## src/rtl/wb_pkg.sv

```systemverilog
// wb_pkg: shared command type, FSM states and default widths for the Wishbone master
package wb_pkg;
  localparam int WB_AW = 32;
  localparam int WB_DW = 32;
  typedef struct packed {
    logic             we;
    logic [WB_AW-1:0] adr;
    logic [WB_DW-1:0] dat;
  } wb_cmd_t;
  typedef enum logic [1:0] {IDLE, BUS, RESP} wb_mst_state_e;
endpackage

```

## src/rtl/wb_master_ctrl_if.sv

```systemverilog
// wb_master_ctrl_if: core-side command/response channels plus the Wishbone master bus
interface wb_master_ctrl_if #(
  parameter int AW = 32,
  parameter int DW = 32
);
  logic          cmd_valid;
  logic          cmd_ready;
  logic          cmd_we;
  logic [AW-1:0] cmd_adr;
  logic [DW-1:0] cmd_dat;
  logic          rsp_valid;
  logic          rsp_ready;
  logic [DW-1:0] rsp_dat;
  logic          rsp_err;
  logic [AW-1:0] ADR_O;
  logic [DW-1:0] DAT_O;
  logic [DW-1:0] DAT_I;
  logic          WE_O;
  logic          SEL_O;
  logic          STB_O;
  logic          CYC_O;
  logic          ACK_I;
  modport master (
    input  cmd_valid, cmd_we, cmd_adr, cmd_dat, rsp_ready, DAT_I, ACK_I,
    output cmd_ready, rsp_valid, rsp_dat, rsp_err, ADR_O, DAT_O, WE_O, SEL_O, STB_O, CYC_O
  );
  modport slave (
    output cmd_valid, cmd_we, cmd_adr, cmd_dat, rsp_ready, DAT_I, ACK_I,
    input  cmd_ready, rsp_valid, rsp_dat, rsp_err, ADR_O, DAT_O, WE_O, SEL_O, STB_O, CYC_O
  );
endinterface

```

## src/rtl/wb_cmd_fifo.sv

```systemverilog
// wb_cmd_fifo: synchronous command FIFO; pointers carry an extra MSB to tell full from empty
module wb_cmd_fifo
  import wb_pkg::*;
#(
  parameter int DEPTH = 4
) (
  input  logic    CLK_I,
  input  logic    RST_I,
  input  logic    push,
  input  logic    pop,
  input  wb_cmd_t din,
  output wb_cmd_t head,
  output logic    full,
  output logic    empty
);
  localparam int PW = $clog2(DEPTH);
  wb_cmd_t     mem [DEPTH];
  logic [PW:0] wr_ptr;
  logic [PW:0] rd_ptr;
  assign empty = wr_ptr == rd_ptr;
  assign full  = (wr_ptr ^ rd_ptr) == {1'b1, {PW{1'b0}}};
  assign head  = mem[rd_ptr[PW-1:0]];
  always_ff @(posedge CLK_I)
    if (push && !full) mem[wr_ptr[PW-1:0]] <= din;
  always_ff @(posedge CLK_I) begin
    if (RST_I) begin
      wr_ptr <= '0;
      rd_ptr <= '0;
    end else begin
      if (push && !full) wr_ptr <= wr_ptr + 1'b1;
      if (pop && !empty) rd_ptr <= rd_ptr + 1'b1;
    end
  end
endmodule

```

## src/rtl/wb_master_ctrl.sv

```systemverilog
// wb_master_ctrl: queued single-transfer Wishbone classic master with ACK timeout
module wb_master_ctrl
  import wb_pkg::*;
#(
  parameter int AW         = WB_AW,
  parameter int DW         = WB_DW,
  parameter int FIFO_DEPTH = 4,
  parameter int TIMEOUT    = 16
) (
  input logic            CLK_I,
  input logic            RST_I,
  wb_master_ctrl_if.master bus
);
  localparam int CW = $clog2(TIMEOUT);
  wb_mst_state_e state, state_n;
  logic [CW-1:0] cnt, cnt_n;
  logic [AW-1:0] adr_n;
  logic [DW-1:0] dat_n, rsp_dat_n;
  logic          we_n, cyc_n, rsp_valid_n, rsp_err_n;
  logic          full, empty, pop;
  wb_cmd_t       cmd_in, head;
  assign cmd_in        = '{we: bus.cmd_we, adr: bus.cmd_adr, dat: bus.cmd_dat};
  assign bus.cmd_ready = !full;
  wb_cmd_fifo #(.DEPTH(FIFO_DEPTH)) u_fifo (
    .CLK_I (CLK_I),
    .RST_I (RST_I),
    .push  (bus.cmd_valid),
    .pop   (pop),
    .din   (cmd_in),
    .head  (head),
    .full  (full),
    .empty (empty)
  );
  // STB_O and SEL_O always track CYC_O for single transfers, so one flag drives all three
  always_comb begin
    state_n     = state;
    cnt_n       = cnt;
    adr_n       = bus.ADR_O;
    dat_n       = bus.DAT_O;
    we_n        = bus.WE_O;
    cyc_n       = bus.CYC_O;
    rsp_valid_n = bus.rsp_valid;
    rsp_dat_n   = bus.rsp_dat;
    rsp_err_n   = bus.rsp_err;
    pop         = 1'b0;
    unique case (state)
      IDLE: if (!empty) begin
        pop     = 1'b1;
        adr_n   = head.adr;
        dat_n   = head.we ? head.dat : '0;
        we_n    = head.we;
        cyc_n   = 1'b1;
        cnt_n   = '0;
        state_n = BUS;
      end
      BUS: if (bus.ACK_I || cnt == CW'(TIMEOUT - 1)) begin
        rsp_dat_n   = (bus.ACK_I && !bus.WE_O) ? bus.DAT_I : '0;
        rsp_err_n   = !bus.ACK_I;
        rsp_valid_n = 1'b1;
        cyc_n       = 1'b0;
        we_n        = 1'b0;
        state_n     = RESP;
      end else begin
        cnt_n = cnt + 1'b1;
      end
      RESP: if (bus.rsp_ready) begin
        rsp_valid_n = 1'b0;
        state_n     = IDLE;
      end
      default: state_n = IDLE;
    endcase
  end
  always_ff @(posedge CLK_I) begin
    if (RST_I) begin
      state         <= IDLE;
      cnt           <= '0;
      bus.ADR_O     <= '0;
      bus.DAT_O     <= '0;
      bus.WE_O      <= 1'b0;
      bus.CYC_O     <= 1'b0;
      bus.STB_O     <= 1'b0;
      bus.SEL_O     <= 1'b0;
      bus.rsp_valid <= 1'b0;
      bus.rsp_dat   <= '0;
      bus.rsp_err   <= 1'b0;
    end else begin
      state         <= state_n;
      cnt           <= cnt_n;
      bus.ADR_O     <= adr_n;
      bus.DAT_O     <= dat_n;
      bus.WE_O      <= we_n;
      bus.CYC_O     <= cyc_n;
      bus.STB_O     <= cyc_n;
      bus.SEL_O     <= cyc_n;
      bus.rsp_valid <= rsp_valid_n;
      bus.rsp_dat   <= rsp_dat_n;
      bus.rsp_err   <= rsp_err_n;
    end
  end
endmodule

```

## src/flat_wrapper.sv

```systemverilog
// flat-port wrapper written by rule: the top's interface ports become plain ports
module wb_master_ctrl_flat import wb_pkg::*;
#(
  parameter int AW         = WB_AW,
  parameter int DW         = WB_DW,
  parameter int FIFO_DEPTH = 4,
  parameter int TIMEOUT    = 16
)
  (CLK_I, RST_I, bus_cmd_valid, bus_cmd_we, bus_cmd_adr, bus_cmd_dat, bus_rsp_ready, bus_DAT_I, bus_ACK_I, bus_cmd_ready, bus_rsp_valid, bus_rsp_dat, bus_rsp_err, bus_ADR_O, bus_DAT_O, bus_WE_O, bus_SEL_O, bus_STB_O, bus_CYC_O);
  wb_master_ctrl_if #(.AW(AW), .DW(DW)) bus_i ();
  input logic CLK_I;
  input logic RST_I;
  input wire logic [$bits(bus_i.cmd_valid)-1:0] bus_cmd_valid;
  input wire logic [$bits(bus_i.cmd_we)-1:0] bus_cmd_we;
  input wire logic [$bits(bus_i.cmd_adr)-1:0] bus_cmd_adr;
  input wire logic [$bits(bus_i.cmd_dat)-1:0] bus_cmd_dat;
  input wire logic [$bits(bus_i.rsp_ready)-1:0] bus_rsp_ready;
  input wire logic [$bits(bus_i.DAT_I)-1:0] bus_DAT_I;
  input wire logic [$bits(bus_i.ACK_I)-1:0] bus_ACK_I;
  output wire logic [$bits(bus_i.cmd_ready)-1:0] bus_cmd_ready;
  output wire logic [$bits(bus_i.rsp_valid)-1:0] bus_rsp_valid;
  output wire logic [$bits(bus_i.rsp_dat)-1:0] bus_rsp_dat;
  output wire logic [$bits(bus_i.rsp_err)-1:0] bus_rsp_err;
  output wire logic [$bits(bus_i.ADR_O)-1:0] bus_ADR_O;
  output wire logic [$bits(bus_i.DAT_O)-1:0] bus_DAT_O;
  output wire logic [$bits(bus_i.WE_O)-1:0] bus_WE_O;
  output wire logic [$bits(bus_i.SEL_O)-1:0] bus_SEL_O;
  output wire logic [$bits(bus_i.STB_O)-1:0] bus_STB_O;
  output wire logic [$bits(bus_i.CYC_O)-1:0] bus_CYC_O;
  assign bus_i.cmd_valid = bus_cmd_valid;
  assign bus_i.cmd_we = bus_cmd_we;
  assign bus_i.cmd_adr = bus_cmd_adr;
  assign bus_i.cmd_dat = bus_cmd_dat;
  assign bus_i.rsp_ready = bus_rsp_ready;
  assign bus_i.DAT_I = bus_DAT_I;
  assign bus_i.ACK_I = bus_ACK_I;
  assign bus_cmd_ready = bus_i.cmd_ready;
  assign bus_rsp_valid = bus_i.rsp_valid;
  assign bus_rsp_dat = bus_i.rsp_dat;
  assign bus_rsp_err = bus_i.rsp_err;
  assign bus_ADR_O = bus_i.ADR_O;
  assign bus_DAT_O = bus_i.DAT_O;
  assign bus_WE_O = bus_i.WE_O;
  assign bus_SEL_O = bus_i.SEL_O;
  assign bus_STB_O = bus_i.STB_O;
  assign bus_CYC_O = bus_i.CYC_O;
  wb_master_ctrl #(.AW(AW), .DW(DW), .FIFO_DEPTH(FIFO_DEPTH), .TIMEOUT(TIMEOUT)) u_core (.CLK_I(CLK_I), .RST_I(RST_I), .bus(bus_i));
endmodule
```

## config.mk

```make
export PLATFORM = sky130hd
export DESIGN_NAME = wb_master_ctrl_flat
export DESIGN_NICKNAME = d
export VERILOG_FILES = /design/src/rtl/wb_pkg.sv /design/src/rtl/wb_master_ctrl_if.sv /design/src/rtl/wb_cmd_fifo.sv /design/src/rtl/wb_master_ctrl.sv /design/src/flat_wrapper.sv
export SDC_FILE = /design/constraint.sdc
export NUM_CORES = 1
export LEC_CHECK = 0
export BUFFER_PORTS_ARGS = -buffer_cell sky130_fd_sc_hd__buf_2
export CAP_MARGIN = 20
export CORE_MARGIN = 4
export CORE_UTILIZATION = 40
export DETAILED_ROUTE_END_ITERATION = 16
export MAX_ROUTING_LAYER = met4
export PLACE_DENSITY = 0.58
export SKIP_CTS_REPAIR_TIMING = 1
export SLEW_MARGIN = 20
export SYNTH_ARGS = -nofsm -noshare
export SYNTH_HDL_FRONTEND = slang
export SYNTH_SLANG_ARGS = --single-unit
```

## constraint.sdc

```tcl
create_clock -name CLK_I -period 3.3 [get_ports CLK_I]
set_input_delay 0.33 -clock CLK_I [delete_from_list [all_inputs] [get_ports CLK_I]]
set_output_delay 0.33 -clock CLK_I [all_outputs]
set_load 0.01 [all_outputs]
```

# After elaboration in Yosys (flattened, before gate mapping)
# Memory sizes are Yosys's and may differ from the RTL's. A register that Yosys moved wholly into a read port is not among the register bits.
# Cells that the tools add are included.
# totals
ff_bits,112
ramBits,260
input_bits,102
output_inout_bits,103
n_memories,1
# mem_list
memory,words,word_bits,read_ports,rd_clocked_by_memory_dff,write_ports,line,text
u_core.u_fifo.mem,4,65,1,1,1,wb_cmd_fifo.sv:17,wb_cmd_t mem [DEPTH];
# classes
n_addsub,3
eq_ne,9
muxes,23
bitwise,2
n_reduce_logical,17
# ops
op,count
$mux W32,2
$reduce_and A3 Y1,4
$mux W2,5
$mux W1,9
$mux W4,2
$pmux W4 S2,1
$add A3 B1 Y3 const B,2
$ne A2 B2 Y1 const B,3
$pmux W1 S2,3
$pmux W2 S3,1
$add A4 B1 Y4 const B,1
$eq A4 B4 Y1 const B,1
$logic_not A1 Y1,4
$reduce_and A2 Y1,2
$reduce_bool A2 Y1,2
$eq A3 B3 Y1,1
$eq A3 B3 Y1 const B,1
$logic_and A1 B1 Y1,3
$xor A3 B3 Y3,1
$eq A2 B1 Y1 const B,1
$eq A2 B2 Y1 const B,1
$logic_not A2 Y1,1
$ne A2 B1 Y1 const B,1
$logic_or A1 B1 Y1,1
$not A1 Y1,1

# Logic depth before layout (Yosys ltp)
# Gate-level depths: netlist of run 1.
# logic_depth
ltp_word,6
ltp_mapped,7

# By module
# From an unflattened synthesis of run 1, not the netlist that was laid out.
# hier_totals
hier_cells,893
hier_area_um2,13938.4
# by_module_without_submodules
mod,n_inst,cells_each,area_each_um2
wb_cmd_fifo,1,407,9933.3
wb_master_ctrl,1,486,4005.1

# Worst setup path before layout of run 1
# OpenSTA, ideal clock, no wires.
# synth_path
path_type,register to register
from,register u_core.u_fifo.wr_ptr[1]
to,memory u_core.u_fifo.mem[0][0] in the netlist's numbering (enable)
t_arrival_ns,2.580
setup_slack_ns,0.290
stages_incl_launch_ff,5
n_path_buf,0
synth_period_minus_slack_ns,3.010
cell_sequence,dfxtp_1 xor2_2 nor2_1 a21boi_0 and2_1
# synth_between
elab_chain_cells,6
# synth_lines
item,line,text
"start, declared",wb_cmd_fifo.sv:18,logic [PW:0] wr_ptr;
"start signal, assigned",wb_cmd_fifo.sv:30,if (push && !full) wr_ptr <= wr_ptr + 1'b1;
$xor A3 B3 Y3,wb_cmd_fifo.sv:21,"assign full = (wr_ptr ^ rd_ptr) == {1'b1, {PW{1'b0}}};"
$eq A3 B3 Y1,wb_cmd_fifo.sv:21,
$logic_not A1 Y1,wb_cmd_fifo.sv:24,if (push && !full) mem[wr_ptr[PW-1:0]] <= din;
$logic_and A1 B1 Y1,wb_cmd_fifo.sv:24,
$mux W1,wb_cmd_fifo.sv:24,
$mux W1 (implied by the code),wb_cmd_fifo.sv:24,
"end, declared",wb_cmd_fifo.sv:17,
# Several ways; a longest one is shown, not always the timed one.

# Worst setup path in the final report of run 1
# layout_path
from,register u_core.u_fifo.wr_ptr[1]
to,memory u_core.u_fifo.mem[3][46] in the netlist's numbering (enable)
# The elaborated chain is that of the path after synthesis.

==> results of run 1 <==
synth_stat cells (2+ instances only):
library cell	count	area share, %
a21oi_1	73	2.7
a31oi_1	3	0.14
and2_1	4	0.18
buf_1	4	0.11
buf_2	17	0.62
buf_4	7	0.39
buf_6	3	0.25
clkbuf_1	18	0.50
dfxtp_1	114	17
edfxtp_1	260	57
ha_1	6	0.55
inv_1	35	0.96
mux4_2	65	11
nand2_1	103	2.8
nand2b_1	2	0.092
nand3_1	36	1.3
nor2_1	12	0.33
nor2b_1	2	0.092
nor4_1	3	0.14
o21ai_0	2	0.073
o2bb2ai_1	31	2.0
o31ai_1	3	0.17
or3_1	2	0.092
xnor2_1	3	0.19
xor2_2	3	0.36
final cells by class:
cell class	instances	area (sq um)
Clock inverter	11	76.3
Multi-Input combinational cell	368	3150
Sequential cell	374	10100
Tap cell	448	561
Fill cell	2886	17100
Clock buffer	61	1190
Inverter	35	133
Timing Repair Buffer	222	1210
Antenna cell	9	22.5
cells by family after synthesis:
family / after synthesis / share of synthesized area (%)
buf+inv: 85 / 2.87
xor+xnor: 7 / 0.616
flops: 374 / 74.1
mux: 66 / 10.8
compound gates: 121 / 5.70
simple gates: 168 / 5.36
fa+ha+maj: 6 / 0.551
metal layers:
layer	wire [um]	track usage, %	share of wire, %	vias to the layer above
li1	-	-	-	3572
met1	12800	21.2	44	3709
met2	13600	25.0	47	232
met3	2100	4.20	7.3	40
met4	389	3.24	1.3	0
met5	0	-	0	-
flip-flops by register name, indices dropped and copies added, names as in the netlist, named ones only:
name	cells
u_core.u_fifo.wr_ptr	3
u_core.bus.WE_O	1
u_core.state	2
u_core.u_fifo.rd_ptr	3
u_core.bus.ADR_O	32
u_core.bus.SEL_O	1
u_core.bus.rsp_dat	32
u_core.bus.rsp_valid	1
u_core.bus.rsp_err	1
u_core.cnt	4
u_core.bus.DAT_O	32
u_core.u_fifo.mem	260
worst paths after layout:
| kind | start | end | slack (ns) | depth (start not counted) |
|---|---|---|---|---|
| setup / recovery | u_core.u_fifo.wr_ptr[1] | u_core.u_fifo.mem[3][46] | 0.93 | 4 |
| hold reg to reg | u_core.bus.rsp_dat[2] | u_core.bus.rsp_dat[2] | 0.45 | 2 |
| setup reg to reg | u_core.u_fifo.wr_ptr[1] | u_core.u_fifo.mem[3][46] | 0.93 | 4 |
| hold / removal | bus_cmd_dat[8] | u_core.u_fifo.mem[3][8] | 0.03 | 1 |
power by group through the flow:
stage | Clock, mW | Sequential (mW) | Combinational (mW)
final | 4.20 | 5.83 | 2.63
after global routing | 4.55 | 5.88 | 2.94
after CTS | 4.32 | 5.84 | 2.71
after detailed placement | 0 | 5.93 | 2.70
after global placement | 0 | 5.91 | 2.71
after floorplan | 0 | 5.99 | 1.71
critical path: stages (launching register included):
cell and delay (ns):
dfxtp_1 0.43, xor2_2 0.16, o311ai_0 0.63, clkinv_2 0.47, buf_12 0.34
==> out/results.tsv, run 1 <==
metric	value	unit
gp_congestion	0.704	
avgSynthCellArea	16.5	sq um
pwr-share-clk	33.2	%
setup-violations-final	0	
rsz0062_at_grt	false	
layout_common_cells	edfxtp_1, buf_2, dfxtp_1	
dp.final_hpwl	18600	um
die_y	193	um
place_ws	0.915	ns
grt_pass1_wl	44200	um
wirelength	28800	um
grt_overflow	0	
timing.slew.headroom	32.1	%
seq_area_frac_synth	74.1	%
drtIter0Drc	433	
clock_skew	0.0255	ns
path_max_fanout	51	
worstMarginPinSlew	1.01	ns
p_seq_share	46.0	%
cts_root_buf	clkbuf_16	
max_cap_viol_count	0	
detail-route-antenna-nets	0	
num_rows	67	
setup_ws	0.932	ns
fin_tns_setup	0	ns
clockBufferDepth	3	
syn2layout_area_growth	20.7	%
firstDrtPassIters	5	
utilization	49.0	%
clk_latency	0.52	ns
first_global_vias	7571	
cts_buffers	39	
drv_slew	0	
start_util	40.6	%
drcViolationCount	0	
clock-sinks	374	
place_area	15200	sq um
yosys_warnings	0	
grt_max_degree	62	
synthesis.nets	935	
io_buffer_count	204	
vias	7553	
fin_crit_sh	71.8	%
share_comb_of_total_power	20.8	%
worst_setup_path_end_kind	flip-flop	
stdcell_count	1528	
antenna_found_initial	8	
max_freq	422	MHz
htreeDepth	2	
drive_gt1_share	33.9	%
ioPinCount	205	
hp-class	in2reg	
holdWs	0.0291	ns
vdd_drop_max	0.000389	V
via_per_inst	4.94	
grt_use_total	15.9	%
worstPathRequired	3.52	ns
synthCells	827	
start_kind	flip-flop	
place_inst	1447	
final_area	16400	sq um
layout_commonest_cell	edfxtp_1	
p_int	9.13	mW
sw_frac_of_total	27.8	%
report.final.hold_viol_count	0	
switchingPower	3.52	mW
dieArea	37100	sq um
finalWorstPathRequiredPeriod	2.37	ns
power.density	770	nW/um^2
wire_per_inst	18.9	um
crit_arrival	2.59	ns
synth_cell_type_count	41	
criticalPathCategory	reg2reg	
synth_edf_count	260	
core_area	33500	sq um
ys_seq_elements	374	
fin_nets	1148	
ys.flop_type	edfxtp_1	
cts_tree	done	
power	12.7	mW
path_clk_slew	0.06	ns
power.leakage	5.96	nW
async_flop_share	0	%
status	finished, final reports clean	
dieWidth	193	um
syn-cell-area	13600	sq um
No activity file was read; power rests on OpenSTA's default activity.
==> run 2: changes to the inputs <==
--- a/config.mk
+++ b/config.mk
@@ -11,7 +11,7 @@
 export CORE_UTILIZATION = 40
 export DETAILED_ROUTE_END_ITERATION = 16
 export MAX_ROUTING_LAYER = met4
-export PLACE_DENSITY = 0.58
+export PLACE_DENSITY = 0.61
 export SKIP_CTS_REPAIR_TIMING = 1
 export SLEW_MARGIN = 20
 export SYNTH_ARGS = -nofsm -noshare
==> constraint.sdc (replaced) <==
create_clock -name CLK_I -period 1.9 [get_ports CLK_I]
set_input_delay 0.19 -clock CLK_I [delete_from_list [all_inputs] [get_ports CLK_I]]
set_output_delay 0.19 -clock CLK_I [all_outputs]
set_load 0.01 [all_outputs]
==> out/results.tsv, run 2 (synthesis gave the netlist of run 1 again) <==
metric	value	unit
start_kind	flip-flop	
via_per_inst	4.93	
grt_use_total	16.4	%
p_seq_share	43.8	%
grt_pass1_wl	45600	um
die_y	193	um
cp_slowest_cell	dfxtp_2	
drcViolationCount	0	
crit_chain	xor2_4 -> nor2_1 -> nand2_1 -> buf_2	
vdd_drop_max	0.000894	V
vias	8103	
sw_frac_of_total	27.6	%
core_area	33500	sq um
clockBufferDepth	3	
switchingPower	6.39	mW
status	finished, final reports clean	
power.leakage	6.57	nW
cts_root_buf	clkbuf_16	
worstMarginPinSlew	0.439	ns
criticalPathCategory	reg2out	
clock_skew	0.0200	ns
dp.final_hpwl	19400	um
p_int	16.7	mW
firstDrtPassIters	5	
setup-violations-final	0	
fin_crit_sh	94.3	%
power	23.1	mW
wirelength	30600	um
hp-class	in2reg	
antenna_found_initial	3	
dieWidth	193	um
drtIter0Drc	405	
drive_gt1_share	32.6	%
worst_setup_path_end_kind	primary output	
rr_worst_depth	5	
start_util	40.6	%
first_global_vias	7880	
grt_max_degree	66	
r2r_end	u_core.u_fifo.mem[2][2]	
htreeDepth	2	
place_area	15500	sq um
path_max_fanout	6	
crit_path_end	bus_cmd_ready	
clock-sinks	374	
layout_commonest_cell	edfxtp_1	
gp_congestion	0.756	
worstHoldPathCells	4	
largest_reg_flops	260	
cts_buffers	40	
ioPinCount	205	
grt_overflow	0	
path_clk_slew	0.06	ns
detail-route-antenna-nets	0	
cpPeakStageDelay	0.40	ns
fin_nets	1271	
cp-startpoint	u_core.u_fifo.wr_ptr[0]	
worstPathRequired	1.71	ns
syn2layout_area_growth	31.3	%
timing.slew.headroom	70.5	%
clk_latency	0.54	ns
drv_slew	0	
pwr-share-clk	33.9	%
report.final.hold_viol_count	0	
finalWorstPathRequiredPeriod	1.79	ns
layout_common_cells	edfxtp_1, buf_2, dfxtp_1	
num_rows	67	
r2r-start	u_core.u_fifo.wr_ptr[0]	
share_comb_of_total_power	22.3	%
crit_arrival	1.60	ns
power.density	1290	nW/um^2
reg2reg_slack	0.12	ns
final_area	17900	sq um
fin_tns_setup	0	ns
cts_tree	done	
max_cap_viol_count	0	
rsz0062_at_grt	false	
dieArea	37100	sq um
wire_per_inst	18.6	um
io_buffer_count	204	
max_freq	558	MHz
-- run 2: worst min-delay path by stage --
stage,from,to,slack (ns)
after floorplan,bus_ACK_I,u_core.bus.rsp_err,0.29
after global placement,bus_cmd_dat[18],u_core.u_fifo.mem[2][18],0.41
after detailed placement,bus_cmd_adr[30],u_core.u_fifo.mem[2][62],0.41
after CTS,bus_cmd_dat[25],u_core.u_fifo.mem[0][25],-0.16
after global routing,bus_cmd_valid,u_core.u_fifo.wr_ptr[2],0.13
final,bus_cmd_valid,u_core.u_fifo.wr_ptr[2],0.09
-- run 2: cell type report --
type,instances,area [sq um]
Tap cell,448,561
Clock buffer,59,1150
Antenna cell,3,7.51
Fill cell,2752,15600
Sequential cell,374,10100
Clock inverter,14,201
Timing Repair Buffer,344,2520
Inverter,35,135
Multi-Input combinational cell,368,3200
-- run 2: per-layer routing --
metal	up-vias	routed length (um)	GRT usage, %
met3	47	2030	3.55
met4	0	554	4.28
met5	-	0	-
met1	3985	13300	21.7
met2	256	14700	26.0
li1	3815	-	-
-- run 2: stage by stage --
| step | util, % | cells | setup slack [ns] | hold slack [ns] |
|---|---|---|---|---|
| after floorplan | - | 827 | -0.388 | 0.289 |
| after global placement | 46.3 | 1469 | 0.109 | 0.407 |
| after detailed placement | 46.3 | 1469 | 0.0658 | 0.410 |
| after CTS | 50.3 | 1542 | 0.0478 | -0.164 |
| after global routing | 53.3 | 1645 | 0.0314 | 0.130 |
| final | 53.3 | 1645 | 0.109 | 0.0943 |
-- run 2: critical path, delay by kind of cell, from the launching register on --
kind                      cells  cell delay (ns)
DFF                           1             0.40
and+or+nand+nor               2             0.22
xor gates and xnor gates      1             0.28
buffers and inverters         1             0.16
-- run 2: power by group through the flow --
stage	clock [mW]	combinational, mW	sequential [mW]
final	7.84	5.15	10.1
after global routing	8.43	5.69	10.2
after CTS	8.04	5.11	10.1
after detailed placement	0	5.08	10.3
after global placement	0	5.08	10.3
after floorplan	0	3.01	10.4
